[src/rtl/tmr_pkg.sv]
// ---------------------------------------------------------------------------
// tmr_pkg
// Shared constants for the TMR error monitor slice.
//   REP0..REP2   : replica indices used to address per-replica arrays
//   DEF_W        : default replica data width
//   DEF_CNT_W    : default per-replica upset counter width
//   DEF_STUCK_N  : default number of consecutive mismatch cycles that mark a
//                  replica as stuck
//   multi_hot3() : true when two or more bits of a 3-bit vector are set
// ---------------------------------------------------------------------------
package tmr_pkg;

  localparam int REP0 = 0;
  localparam int REP1 = 1;
  localparam int REP2 = 2;

  localparam int DEF_W       = 8;
  localparam int DEF_CNT_W   = 8;
  localparam int DEF_STUCK_N = 4;

  function automatic logic multi_hot3(input logic [2:0] v);
    return (v[0] & v[1]) | (v[0] & v[2]) | (v[1] & v[2]);
  endfunction

endpackage

[src/rtl/tmr_sat_cnt.sv]
// ---------------------------------------------------------------------------
// tmr_sat_cnt
// Up-counter that stops at MAX, with a synchronous load that takes
// priority over counting.
// Ports:
//   clk      : input           clock, rising edge
//   rst_n    : input           asynchronous active-low reset (count -> 0)
//   load     : input           load load_val this cycle
//   load_val : input  [W-1:0]  value loaded when load = 1
//   inc      : input           increment this cycle (ignored at MAX)
//   cnt      : output [W-1:0]  current count
// ---------------------------------------------------------------------------
module tmr_sat_cnt #(
  parameter int           W   = 8,
  parameter logic [W-1:0] MAX = '1
) (
  input  logic         clk,
  input  logic         rst_n,
  input  logic         load,
  input  logic [W-1:0] load_val,
  input  logic         inc,
  output logic [W-1:0] cnt
);

  always_ff @(posedge clk or negedge rst_n) begin
    if (!rst_n) begin
      cnt <= '0;
    end else if (load) begin
      cnt <= load_val;
    end else if (inc && (cnt != MAX)) begin
      cnt <= cnt + 1'b1;
    end
  end

endmodule

[src/rtl/voter3.sv]
// ---------------------------------------------------------------------------
// voter3
// Bitwise two-out-of-three majority voter.
// Ports:
//   a, b, c : input  [W-1:0]  replica values
//   y       : output [W-1:0]  bitwise majority of a, b, c
// ---------------------------------------------------------------------------
module voter3 #(
  parameter int W = 8
) (
  input  logic [W-1:0] a,
  input  logic [W-1:0] b,
  input  logic [W-1:0] c,
  output logic [W-1:0] y
);

  assign y = (a & b) | (a & c) | (b & c);

endmodule

[src/rtl/tmr_err_mon.sv]
// ---------------------------------------------------------------------------
// tmr_err_mon
// Watches the three raw replicas of a triplicated register, votes them, and
// keeps per-replica error statistics plus sticky fault flags and an
// interrupt.
//
// Optional feature: define TMR_STUCK_DET_EN to build the per-replica run
// counters and stuck flags. Without it, stuck reads 3'b000 and irq follows
// dbl_fault only.
//
// Ports:
//   clk        : input                clock, rising edge
//   rst_n      : input                asynchronous active-low reset
//   r0, r1, r2 : input  [W-1:0]       raw replica values
//   clr        : input                synchronous clear of counters/sticky flags
//   mis        : output [2:0]         registered per-replica mismatch flags
//   cnt0..cnt2 : output [CNT_W-1:0]   saturating per-replica upset counts
//   dbl_fault  : output               sticky: two or more replicas upset at once
//   stuck      : output [2:0]         sticky per-replica stuck flags
//   irq        : output               registered dbl_fault | (|stuck)
// ---------------------------------------------------------------------------
module tmr_err_mon
  import tmr_pkg::*;
#(
  parameter int W       = DEF_W,
  parameter int CNT_W   = DEF_CNT_W,
  parameter int STUCK_N = DEF_STUCK_N
) (
  input  logic             clk,
  input  logic             rst_n,
  input  logic [W-1:0]     r0,
  input  logic [W-1:0]     r1,
  input  logic [W-1:0]     r2,
  input  logic             clr,
  output logic [2:0]       mis,
  output logic [CNT_W-1:0] cnt0,
  output logic [CNT_W-1:0] cnt1,
  output logic [CNT_W-1:0] cnt2,
  output logic             dbl_fault,
  output logic [2:0]       stuck,
  output logic             irq
);

  logic [W-1:0]     rep [3];
  logic [W-1:0]     voted;
  logic [2:0]       mismatch;
  logic [CNT_W-1:0] cnt_q [3];
  logic             dbl_set;

  assign rep[REP0] = r0;
  assign rep[REP1] = r1;
  assign rep[REP2] = r2;

  voter3 #(.W(W)) u_voter (
    .a (r0),
    .b (r1),
    .c (r2),
    .y (voted)
  );

  // A replica is in error whenever any of its bits disagrees with the vote.
  always_comb begin
    mismatch = 3'b000;
    for (int i = 0; i < 3; i++) begin
      mismatch[i] = (rep[i] != voted);
    end
  end

  // Different replicas can each lose a different bit in the same cycle;
  // the vote still masks it, but it means the margin is gone.
  assign dbl_set = multi_hot3(mismatch);

  // Upset counters: clr reloads with this cycle's mismatch so a coincident
  // upset is never lost.
  for (genvar i = 0; i < 3; i++) begin : g_upset
    tmr_sat_cnt #(.W(CNT_W)) u_upset_cnt (
      .clk      (clk),
      .rst_n    (rst_n),
      .load     (clr),
      .load_val (CNT_W'(mismatch[i])),
      .inc      (mismatch[i]),
      .cnt      (cnt_q[i])
    );
  end

  assign cnt0 = cnt_q[REP0];
  assign cnt1 = cnt_q[REP1];
  assign cnt2 = cnt_q[REP2];

`ifdef TMR_STUCK_DET_EN
  localparam int               RUN_W   = $clog2(STUCK_N + 1);
  localparam logic [RUN_W-1:0] RUN_MAX = RUN_W'(STUCK_N);

  logic [RUN_W-1:0] run_q [3];
  logic [2:0]       stuck_set;
  logic [2:0]       stuck_q;

  // Run counters track consecutive mismatch cycles. A clean cycle reloads
  // zero, and clr reloads 1 or 0 just like the upset counters.
  for (genvar i = 0; i < 3; i++) begin : g_run
    tmr_sat_cnt #(.W(RUN_W), .MAX(RUN_MAX)) u_run_cnt (
      .clk      (clk),
      .rst_n    (rst_n),
      .load     (clr | ~mismatch[i]),
      .load_val (RUN_W'(mismatch[i])),
      .inc      (mismatch[i]),
      .cnt      (run_q[i])
    );
  end

  always_comb begin
    stuck_set = 3'b000;
    for (int i = 0; i < 3; i++) begin
      stuck_set[i] = (run_q[i] == RUN_MAX);
    end
  end

  // Sticky stuck flags; during clr each bit takes its own set condition so
  // a replica that is still stuck stays flagged.
  always_ff @(posedge clk or negedge rst_n) begin
    if (!rst_n) begin
      stuck_q <= 3'b000;
    end else if (clr) begin
      stuck_q <= stuck_set;
    end else begin
      stuck_q <= stuck_q | stuck_set;
    end
  end

  assign stuck = stuck_q;
`else
  assign stuck = 3'b000;
`endif

  // Registered mismatch view, sticky double-fault flag and the interrupt.
  // irq samples the flag registers, so it trails them by one cycle.
  always_ff @(posedge clk or negedge rst_n) begin
    if (!rst_n) begin
      mis       <= 3'b000;
      dbl_fault <= 1'b0;
      irq       <= 1'b0;
    end else begin
      mis <= mismatch;
      if (clr) begin
        dbl_fault <= dbl_set;
      end else if (dbl_set) begin
        dbl_fault <= 1'b1;
      end
      irq <= dbl_fault | (|stuck);
    end
  end

endmodule

[config.mk]
export PLATFORM = sky130hd
export DESIGN_NAME = tmr_err_mon
export DESIGN_NICKNAME = d
export VERILOG_FILES = /design/src/rtl/tmr_pkg.sv /design/src/rtl/tmr_sat_cnt.sv /design/src/rtl/voter3.sv /design/src/rtl/tmr_err_mon.sv
export SDC_FILE = /design/constraint.sdc
export NUM_CORES = 1
export LEC_CHECK = 0
export CAP_MARGIN = 30
export CORE_MARGIN = 1
export CORE_UTILIZATION = 35
export CTS_CLUSTER_SIZE = 24
export DETAILED_ROUTE_END_ITERATION = 8
export GPL_TIMING_DRIVEN = 0
export PLACE_DENSITY = 0.73
export RECOVER_POWER = 50
export SYNTH_ARGS = -nofsm -noshare
export SYNTH_HDL_FRONTEND = slang
export SYNTH_SLANG_ARGS = --single-unit
[constraint.sdc]
create_clock -name clk -period 1.96 [get_ports clk]
set_clock_uncertainty 0.15 [all_clocks]
set_input_delay 0.196 -clock clk [delete_from_list [all_inputs] [get_ports clk]]
set_output_delay 0.196 -clock clk [all_outputs]
set_load 0.1 [all_outputs]
==> results of run 1 <==
synthesized netlist by cell type, drive strengths merged, types with 4 or more instances:
master   instances  area [um^2]
nand4            5         31.3
a21oi           13         65.1
mux2i            4         40.0
inv              8         30.0
nor2b            4         25.0
o2111ai          5         43.8
nand2           20         82.6
nand3b          10         75.1
dfrtp           29          726
o21ai            9         45.0
or3b             9         78.8
or4              4         30.0
nor2            15         56.3
or3              8         50.1
nand2b           9         56.3
nand3           13         65.1
buf              9         70.1
kinds of logic (layout without fill, tap and decap cells):
family                   after synthesis  in the layout
adder cells (fa/ha/maj)                3              3
AO/OA/AOI/OAI                         54             54
flip-flops                            29             29
AND/OR/NAND/NOR                      108            108
XOR/XNOR                               1              1
multiplexers                           7              7
other                                  1              3
buffers and inverters                 19             87
layout make-up:
class	count	share of cell area, %
clock buffers	5	2.44
repair buffers	60	18.4
well taps	70	3.10
multi-input cells	176	43.0
inverters	9	1.20
flip-flops and latches	29	27.2
clock inverters	3	1.64
plain buffers	10	2.97
timing repair:
action	CTS	global route
resized for setup	63	24
pin swaps	3	5
setup endpoints to repair	54	18
setup buffers	3	0
cloned	2	0
cell usage in the layout (no fill, tap or decap), types with 8 or more instances in the layout:
cell type and instances:
dfrtp_2 16, nand2_1 19, inv_1 8, nand3_1 13, nand3b_1 10, nor2_1 15
o21ai_0 9, dlygate4sd2_1 35, a21oi_1 11, clkdlybuf4s15_1 11, buf_4 8
through the flow:
stage / std cells / setup WS (ns)
6_report: 362 / 0.0302
5_1_grt: 362 / 0.000712
4_1_cts: 362 / 0.0133
3_5_place_dp: 349 / -0.553
3_3_place_gp: 348 / -0.516
2_1_floorplan: 224 / -0.0128
worst max-delay path by stage:
stage                                        from                             to  slack [ns]  depth (start not counted)
floorplan           g_upset[1].u_upset_cnt.cnt[1]  g_upset[1].u_upset_cnt.cnt[6]       -0.01                          6
global placement                            r0[7]  g_upset[1].u_upset_cnt.cnt[1]       -0.52                          8
detailed placement                          r0[3]  g_upset[0].u_upset_cnt.cnt[2]       -0.55                          8
CTS                 g_upset[2].u_upset_cnt.cnt[0]                        cnt2[0]        0.01                          1
global route        g_upset[1].u_upset_cnt.cnt[0]                        cnt1[0]      0.0007                          1
finish              g_upset[2].u_upset_cnt.cnt[1]                        cnt2[1]        0.03                          1
report_power, final:
part / leakage (nW) / internal, mW / switching, mW / total [mW]
clock network: 0.0543 / 0.380 / 0.246 / 0.626
logic: 0.784 / 0.214 / 0.548 / 0.762
registers: 0.334 / 0.656 / 0.0586 / 0.715
sequential cells by signal, indices dropped and copies added (netlist names):
register,count
dbl_fault,1
mis,3
g_upset.u_upset_cnt.cnt,24
irq,1
layer usage:
| metal | up-vias | track usage, % | wire length, um |
|---|---|---|---|
| met2 | 63 | 28.1 | 2320 |
| met5 | - | 0 | 0 |
| met4 | 0 | 6.35 | 64 |
| met1 | 911 | 21.5 | 2160 |
| li1 | 968 | - | - |
| met3 | 6 | 3.93 | 244 |
==> impl_results.md, run 1 <==
- Cells after Synth: between 200 and 250
- XOR/XNOR Fraction of Synth Area: 0.446%
- Worst Setup Path Type: register to primary output
- P per Cell Area: 745 nW/um^2
- Startpoint types: register
- DRT iter0 DRCs: 46
- IO Count: 59
- Root buffer cell: clkbuf_8
- Final setup fails: 0
- Final setup TNS: 0 ns
- Compound-Gate Fraction of Synth Area: around a fifth
- Hold violation count in the final report: 0
- Syn avg cell area: about 9 um^2
- Fillers: 520
- Setup slack, reg-to-reg: approximately 0.060 ns
- WHS: approximately 0.19 ns
- CTS tree: done
- Run status: finished clean
- Htree depth: 2
- Antenna diodes: 0
- Die footprint: 5920 um^2
- # Max-Cap Violations: 0
- F_max: just over 500 MHz
- Rows: 26
- Nets: around 320
- First-pass GRT wire length: 8090 um
- # port buffers: 54
- Max Buffers Root-to-Sink: 2
- Clk Latency, worst-skew pair: 0.28 ns
- Vias/cell: around 5.4
- Hold_buf cts: 0
- P_leak: 1.17 nW
- Cell family with most CP delay: buffers and inverters
- Clock-pin transition on the worst setup and hold timing paths: 0.06 ns
- Initial antenna violation count: 0
- Final ANT Viol Nets: 0
- Pwr Total: around 2.1 mW
- Synth Area in Adders: under 10%
- Die W: 76.9 um
- Total track usage: between 10% and 20%
- Post-route DRC: 0
- Final min period: just under 2 ns
- Number of synthesized flops with an enable pin: 0
- VDD IR-drop max: just under 0.7 mV
- Sequential share of the synthesized area: between 30 and 40%
- Core box area: 5270 um^2
- CTS sink count: 29
- Post-Layout Inst Area: 2820 um^2
- Hold/Removal Path Class: primary input to async pin
- DR vias: just under 2000
- Worst Max-Slew Pin Slew: between 1 and 1.5 ns
- Simple-gate share of the synthesized area: between 30% and 40%
- Register Area: slightly below 800 um^2
- Layout area overhead: 43.7%
- Initial core utilization: 37.3%
- Post-synth top flop: dfrtp_1
- Reg2reg path depth: 6
- Drt first pass iters: 4
- Final WL: ~4800 um
- Largest family of logic cells by synthesized area: simple AND/OR/NAND/NOR gates
- CP peak stage delay: roughly 0.86 ns
- Mux contribution to synthesized area: around 3.8%
- Final period utilization: 98.5%
- Required time of the critical path: between 1.5 and 2 ns
- Bufs and invs on worst path: 1
- Inserted Clock Buffers: 5
- Post-DP HPWL: approximately 3500 um
- Largest net degree at the start of global routing: 21
- Number of distinct library cells after synthesis: 49
- Ys Warns: 0
- Final GP Congestion: 0.783
- RR Startpoint: g_upset[1].u_upset_cnt.cnt[0]
- Pins Over Slew Limit: 0
- Relative slew slack: between 20% and 30%
- Area after DPL: roughly 2700 um^2
- Multi-input gate area: roughly 1200 um^2
- CP Cell Sequence: dlygate4sd2_1
- Post-Syn Area: 1970 um^2
- RSZ-0062 raised after global routing: false
- Vias in the first global route: ~1800
- Crit Reg-Reg Endpoint: g_upset[1].u_upset_cnt.cnt[4]
- CP endpoint kind: primary output
- Die Height: roughly 77 um
- GRT overflow: 0
- Share of cells above drive strength 1: ~25%
- Crit path DAT: around 1.6 ns
- Final Util: between 50% and 60%
- Async set-or-reset flop fraction in the synthesized netlist: 100%
- Number of synthesized register bits: 29
- Crit-path max FO: 4
- Drt wl/cell: 13.2 um
- Critical-path top delay cell: dlygate4sd2_1
(Power assumes the default switching activity.)
==> inputs of run 2 (changes only) <==
Settings changed: CELL_PAD_IN_SITES_DETAIL_PLACEMENT from default to 1, CELL_PAD_IN_SITES_GLOBAL_PLACEMENT from default to 1, PLACE_DENSITY 0.73 to 0.92, SETUP_SLACK_MARGIN from default to 0.4.
==> run 2 against run 1 <==
Combinational power grew 36%. Worst setup slack gained 0.025 ns. First-iteration DRC count grew to 2.7 times the previous value. Sequential cell count is the same. Critical path depth grew 8. Power grew 8.6%. Non-clock buffer count grew 33. Largest cell class unchanged. Highest routed layer unchanged.
==> impl_results.md, run 2 (synthesis gave the netlist of run 1 again) <==
- Run status: finished clean
- P per Cell Area: 682 nW/um^2 (-8.4%)
- Hold path endpoint: g_upset[0].u_upset_cnt.cnt[4]
- CTS sink count: 29 (unchanged)
- IO Count: 59 (unchanged)
- Area after DPL: 2820 um^2 (+4.9%)
- Hold_buf cts: 0 (unchanged)
- Inserted Clock Buffers: 5 (unchanged)
- Crit Reg-Reg Endpoint: g_upset[2].u_upset_cnt.cnt[7]
- Die footprint: 5920 um^2 (unchanged)
- Largest regs: g_upset.u_upset_cnt.cnt (24), mis (3)
- Layout area overhead: 70.3%
- Initial core utilization: 37.3% (unchanged)
- Max Buffers Root-to-Sink: 2 (unchanged)
- Die Height: 76.9 um (unchanged)
- Pins Over Slew Limit: 0 (unchanged)
- Required time of the critical path: 1.97 ns (+0.36 ns)
- DRT iter0 DRCs: 124 (+170%)
- Biggest register: g_upset.u_upset_cnt.cnt
- Final WL: 8690 um (+81%)
- Clk Latency, worst-skew pair: 0.30 ns (+0.02 ns)
- Reg2reg path depth: 9 (+3)
- Setup slack, reg-to-reg: 0.06 ns (about the same)
- Antenna diodes: 0 (unchanged)
- Share of cells above drive strength 1: 59.4% (+34 points)
- Drt first pass iters: 4 (unchanged)
- Critical path launch point: g_upset[2].u_upset_cnt.cnt[1]
- P_leak: 1.39 nW (+19%)
- Drt wl/cell: 22.0 um (+66%)
- # port buffers: 54 (unchanged)
- Worst Setup Path Type: register to register
- Vias/cell: 5.83 (+8.3%)
- Final setup TNS: 0 ns (unchanged)
- Startpoint types: register
- Final setup fails: 0 (unchanged)
- Post-DP HPWL: 4370 um (+25%)
- VDD IR-drop max: 0.402 mV (-40%)
- Worst Hold Launch: clr
- Rows: 26 (unchanged)
- GRT overflow: 0 (unchanged)
- Relative slew slack: 40.4% (+18 points)
- DR vias: 2302 (+18%)
- Hold violation count in the final report: 0 (unchanged)
- Post-route DRC: 0 (unchanged)
- Final period utilization: 97.2% (-1.3 points)
- Most frequent cells in the layout: 37 x buf_4, 22 x buf_6, 17 x buf_2, 17 x dfrtp_4, 14 x nand2_1
- Clock-pin transition on the worst setup and hold timing paths: 0.07 ns (about the same)
- Hold/Removal Path Class: primary input to register
- Crit path DAT: 1.92 ns (+0.34 ns)
- Final ANT Viol Nets: 0 (unchanged)
- # Max-Cap Violations: 0 (unchanged)
- Place WS: -0.568 ns (-0.0152 ns)
- F_max: 525 MHz (+1.3%)
- Initial antenna violation count: 0 (unchanged)
- Crit-path max FO: 4 (unchanged)
- RSZ-0062 raised after global routing: true
- RR Startpoint: g_upset[2].u_upset_cnt.cnt[1]
- Hold Crit Depth: 3
- Htree depth: 2 (unchanged)
- Final min period: 1.90 ns (-0.0248 ns)
- Largest net degree at the start of global routing: 19 (-9.5%)
- CP endpoint kind: register
- Post-Layout Inst Area: 3350 um^2 (+19%)
- Total track usage: 26.4% (+9.4 points)
- Setup ws final: 0.0550 ns (+0.0248 ns)
- First-pass GRT wire length: 12100 um (+50%)
- Max FFs per register: 24 (unchanged)
- Vias in the first global route: 2341 (+29%)
- Most common cell after layout, fill and taps aside: buf_4
- Die W: 76.9 um (unchanged)
- Nets: 354 (+10%)
- CTS tree: done
- Final Util: 63.5% (+9.9 points)
- Root buffer cell: clkbuf_8
- Final GP Congestion: 0.753 (-3.8%)
- Worst Max-Slew Pin Slew: 0.891 ns (-0.283 ns)
- Core box area: 5270 um^2 (unchanged)
[run 2: changes by cell type in the layout (fill, tap and decap cells not counted), sizes merged, moves of 7 or more]
| cell | delta |
|---|---|
| clkdlybuf4s15 | -7 |
| buf | +68 |
| dlygate4sd2 | -35 |
| clkbuf | +8 |
[run 2: power breakdown]
group	internal, mW	leakage (nW)	switching, mW
sequential	0.666	0.328	0.0731
clock	0.246	0.0450	0.260
combinational	0.359	1.02	0.679
total	1.27	1.39	1.01
[run 2: area by class of cell]
class | count | area, um^2
Buffer | 10 | 87.6
Clock buffer | 6 | 72.6
Clock inverter | 2 | 10.0
Fill cell | 594 | 1920
Inverter | 9 | 33.8
Multi-Input combinational cell | 176 | 1490
Sequential cell | 29 | 798
Tap cell | 70 | 87.6
Timing Repair Buffer | 93 | 771
[run 2: timing repair]
item / in CTS / in global routing
cloned: 3 / 0
endpoints found under the hold margin: 0 / 0
resized for setup: 269 / 76
pin swaps: 31 / 31
setup buffers: 25 / 10
setup endpoints to repair: 57 / 36
[run 2: worst max-delay path by stage]
stage	end	slack, ns	cells after the start
global placement	g_upset[1].u_upset_cnt.cnt[1]	-0.50	8
finish	g_upset[2].u_upset_cnt.cnt[7]	0.06	9
CTS	g_upset[2].u_upset_cnt.cnt[7]	0.15	8
floorplan	g_upset[2].u_upset_cnt.cnt[4]	-0.007	8
global route	g_upset[1].u_upset_cnt.cnt[2]	0.01	10
detailed placement	g_upset[2].u_upset_cnt.cnt[7]	-0.57	9
[run 2: metrics by stage]
| stage | power, mW | hold slack [ns] | instances |
|---|---|---|---|
| final | 2.28 | 0.268 | 395 |
| after global routing | 2.35 | 0.309 | 395 |
| after CTS | 2.13 | 0.259 | 385 |
| after detailed placement | 1.57 | 0.250 | 349 |
| after global placement | 1.54 | 0.242 | 348 |
| after floorplan | 1.32 | -0.250 | 224 |
[run 2: critical path: stages (launching register included)]
cell and delay (ns):
dfrtp_4 0.52, ha_4 0.19, nand2_4 0.06, nor2_4 0.04, nand3_2 0.08, nand2_4 0.07, buf_6 0.13, buf_6 0.11
o31ai_1 0.33, a21oi_2 0.09
[run 2: layer usage]
layer  wire length (um)  global-route usage [%]  part of all wire, %  vias to the layer above
li1                   -                       -                    -                     1032
met1               3400                    31.0                   39                     1144
met2               4600                    47.0                   53                      104
met3                425                    5.83                  4.9                       22
met4                264                    9.04                  3.0                        0
met5                  0                       0                    0                        -
==> inputs of run 3 (changes only) <==
Settings changed: GPL_TIMING_DRIVEN 0 to 1, RECOVER_POWER 50 to default.
==> run 3 against run 2 <==
Worst hold slack got worse by 0.11 ns. Count of clock-buffer cells in the layout rose by 2. Die area unchanged. First-iteration DRC count grew 57%. Power rose by 6.8%. Register-to-register slack worse by 0.03 ns. Wire length increased by 17%. Largest cell class unchanged.
==> impl_results.md, run 3 (synthesis gave the netlist of run 1 again) <==
- RSZ-0062 raised after global routing: true
- Bufs and invs on worst path: 2 (unchanged)
- Initial antenna violation count: 0 (unchanged)
- Run status: finished clean
- Startpoint types: register
- Die footprint: 5920 um^2 (unchanged)
- Drt wl/cell: 25.3 um (+15%)
- RR Startpoint: g_upset[1].u_upset_cnt.cnt[1]
- IO Count: 59 (unchanged)
- Initial core utilization: 37.3% (unchanged)
- Reg2reg path depth: 7 (-2)
- Biggest register: g_upset.u_upset_cnt.cnt
- Post-DP HPWL: 4470 um (+2.2%)
- DR vias: 2489 (+8.1%)
- Cell count along the critical path: 7 (-2)
- Die W: 76.9 um (unchanged)
- Crit-path max FO: 7 (+3)
- Hold violation count in the final report: 0 (unchanged)
- Vias/cell: 6.18 (+6.0%)
- Setup slack, reg-to-reg: 0.02 ns (-0.03 ns)
- # Max-Cap Violations: 0 (unchanged)
- Core box area: 5270 um^2 (unchanged)
- Most frequent cells in the layout: 58 x buf_4, 32 x buf_6, 17 x dfrtp_4
- Post-Layout Inst Area: 3640 um^2 (+8.7%)
- Crit path DAT: 2.00 ns (+0.08 ns)
- Vias in the first global route: 2448 (+4.6%)
- First-pass GRT wire length: 12700 um (+5.0%)
- GRT overflow: 0 (unchanged)
- Final GP Congestion: 0.775 (+2.9%)
- Final period utilization: 98.9% (+1.7 points)
- F_max: 516 MHz (-1.7%)
- CP peak stage delay: 0.50 ns (-0.02 ns)
- CTS sink count: 29 (unchanged)
- Most common cell after layout, fill and taps aside: buf_4
- Critical path endpoint: g_upset[1].u_upset_cnt.cnt[2]
- Root buffer cell: clkbuf_8
- VDD IR-drop max: 0.457 mV (+14%)
- Non-Filler Instances: 403 (+2.0%)
- CP endpoint kind: register
- Post-route DRC: 0 (unchanged)
- Final ANT Viol Nets: 0 (unchanged)
- Largest regs: g_upset.u_upset_cnt.cnt (24), mis (3)
- Cell family with most CP delay: flip-flops
- Htree depth: 2 (unchanged)
- Final WL: 10200 um (+17%)
- Pins Over Slew Limit: 0 (unchanged)
- Placed Cells: 361 (+3.4%)
- Register Area: 798 um^2 (unchanged)
- Final min period: 1.94 ns (+0.0325 ns)
- Total track usage: 27.9% (+1.5 points)
- CP Cell Sequence: ha_4 -> nand4_1 -> o31ai_4 -> buf_6 -> buf_16 -> or3_4 -> a21oi_2
- DRT iter0 DRCs: 195 (+57%)
- Antenna diodes: 0 (unchanged)
- Area after DPL: 2890 um^2 (+2.8%)
- CTS tree: done
- Final setup TNS: 0 ns (unchanged)
- Crit Reg-Reg Endpoint: g_upset[1].u_upset_cnt.cnt[2]
- # port buffers: 55 (+1.9%)
- Rows: 26 (unchanged)
- Nets: 362 (+2.3%)
- Drt first pass iters: 5 (+1)
- Final setup fails: 0 (unchanged)
- Layout area overhead: 85.2%
- Clock-pin transition on the worst setup and hold timing paths: 0.07 ns (about the same)
- Critical path launch point: g_upset[1].u_upset_cnt.cnt[1]
- Hold/Removal Path Class: primary input to async pin
- Die Height: 76.9 um (unchanged)
- Largest net degree at the start of global routing: 30 (+11)
- Multi-input gate area: 1570 um^2 (+5.6%)
- Inserted Clock Buffers: 5 (unchanged)
- Critical-path top delay cell: dfrtp_4
- Fillers: 547 (-7.9%)
- P_leak: 1.48 nW (+6.5%)
- Worst Setup Path Type: register to register
- Max FFs per register: 24 (unchanged)
- Clk Latency, worst-skew pair: 0.29 ns (about the same)
- Share of cells above drive strength 1: 63.4% (+4.0 points)
- P per Cell Area: 670 nW/um^2 (-1.7%)
- Max Buffers Root-to-Sink: 2 (unchanged)
- Required time of the critical path: 2.03 ns (+0.06 ns)
==> run 3: cell types whose count changed in the layout (fill, tap and decap cells not counted), moves of 4 or more <==
cell      before  now
buf_12         0    6
or3_4          3    8
clkbuf_2      13    0
buf_6         22   32
or3_1          5    0
buf_2         17    6
a21oi_1        8    3
a21oi_2        5    9
buf_4         37   58
==> run 3: where the power goes <==
group | internal (mW) | switching, mW | total (mW)
Sequential | 0.666 | 0.0723 | 0.738
Combinational | 0.437 | 0.723 | 1.16
Clock | 0.286 | 0.255 | 0.542
==> run 3: how the worst min path moves through the flow <==
stage               startpoint                       endpoint  depth (start not counted)  slack [ns]
global placement     dbl_fault                            irq                          0        0.24
global route             rst_n  g_upset[1].u_upset_cnt.cnt[6]                          2        0.19
CTS                      rst_n  g_upset[1].u_upset_cnt.cnt[4]                          2        0.17
detailed placement   dbl_fault                            irq                          0        0.25
finish                   rst_n  g_upset[1].u_upset_cnt.cnt[3]                          2        0.16
floorplan                rst_n                      dbl_fault                          0       -0.25
==> run 3: layout make-up <==
cell class	count	share of cell area [%]
clock buffer	8	2.48
inverter	9	0.928
multi-input combinational	177	43.1
sequential	29	21.9
tap	70	2.41
timing repair buffer	110	29.2
==> run 3: repair_timing <==
item	4_1_cts	5_1_grt
gates resized for setup	162	46
pin swaps	34	29
endpoints found under the setup margin	28	27
gates cloned	2	0
hold endpoints to repair	0	0
buffers inserted	20	12
hold buffers	0	0
==> run 3: per-stage QoR <==
stage | setup WS [ns] | hold WS [ns] | util [%] | power [mW]
after CTS | 0.138 | 0.167 | 63.7 | 2.27
after global placement | -0.416 | 0.245 | 54.9 | 1.59
after detailed placement | -0.510 | 0.252 | 54.9 | 1.62
after floorplan | -0.00650 | -0.250 | - | 1.32
final | 0.0225 | 0.158 | 69.1 | 2.44
after global routing | -0.00262 | 0.193 | 69.1 | 2.49
==> run 3: per-layer routing <==
metal | wire (um) | up-vias | track usage (%)
li1 | - | 1045 | -
met1 | 3920 | 1243 | 31.5
met2 | 5110 | 157 | 51.4
met3 | 661 | 44 | 6.07
met4 | 507 | 0 | 9.23
met5 | 0 | - | 0
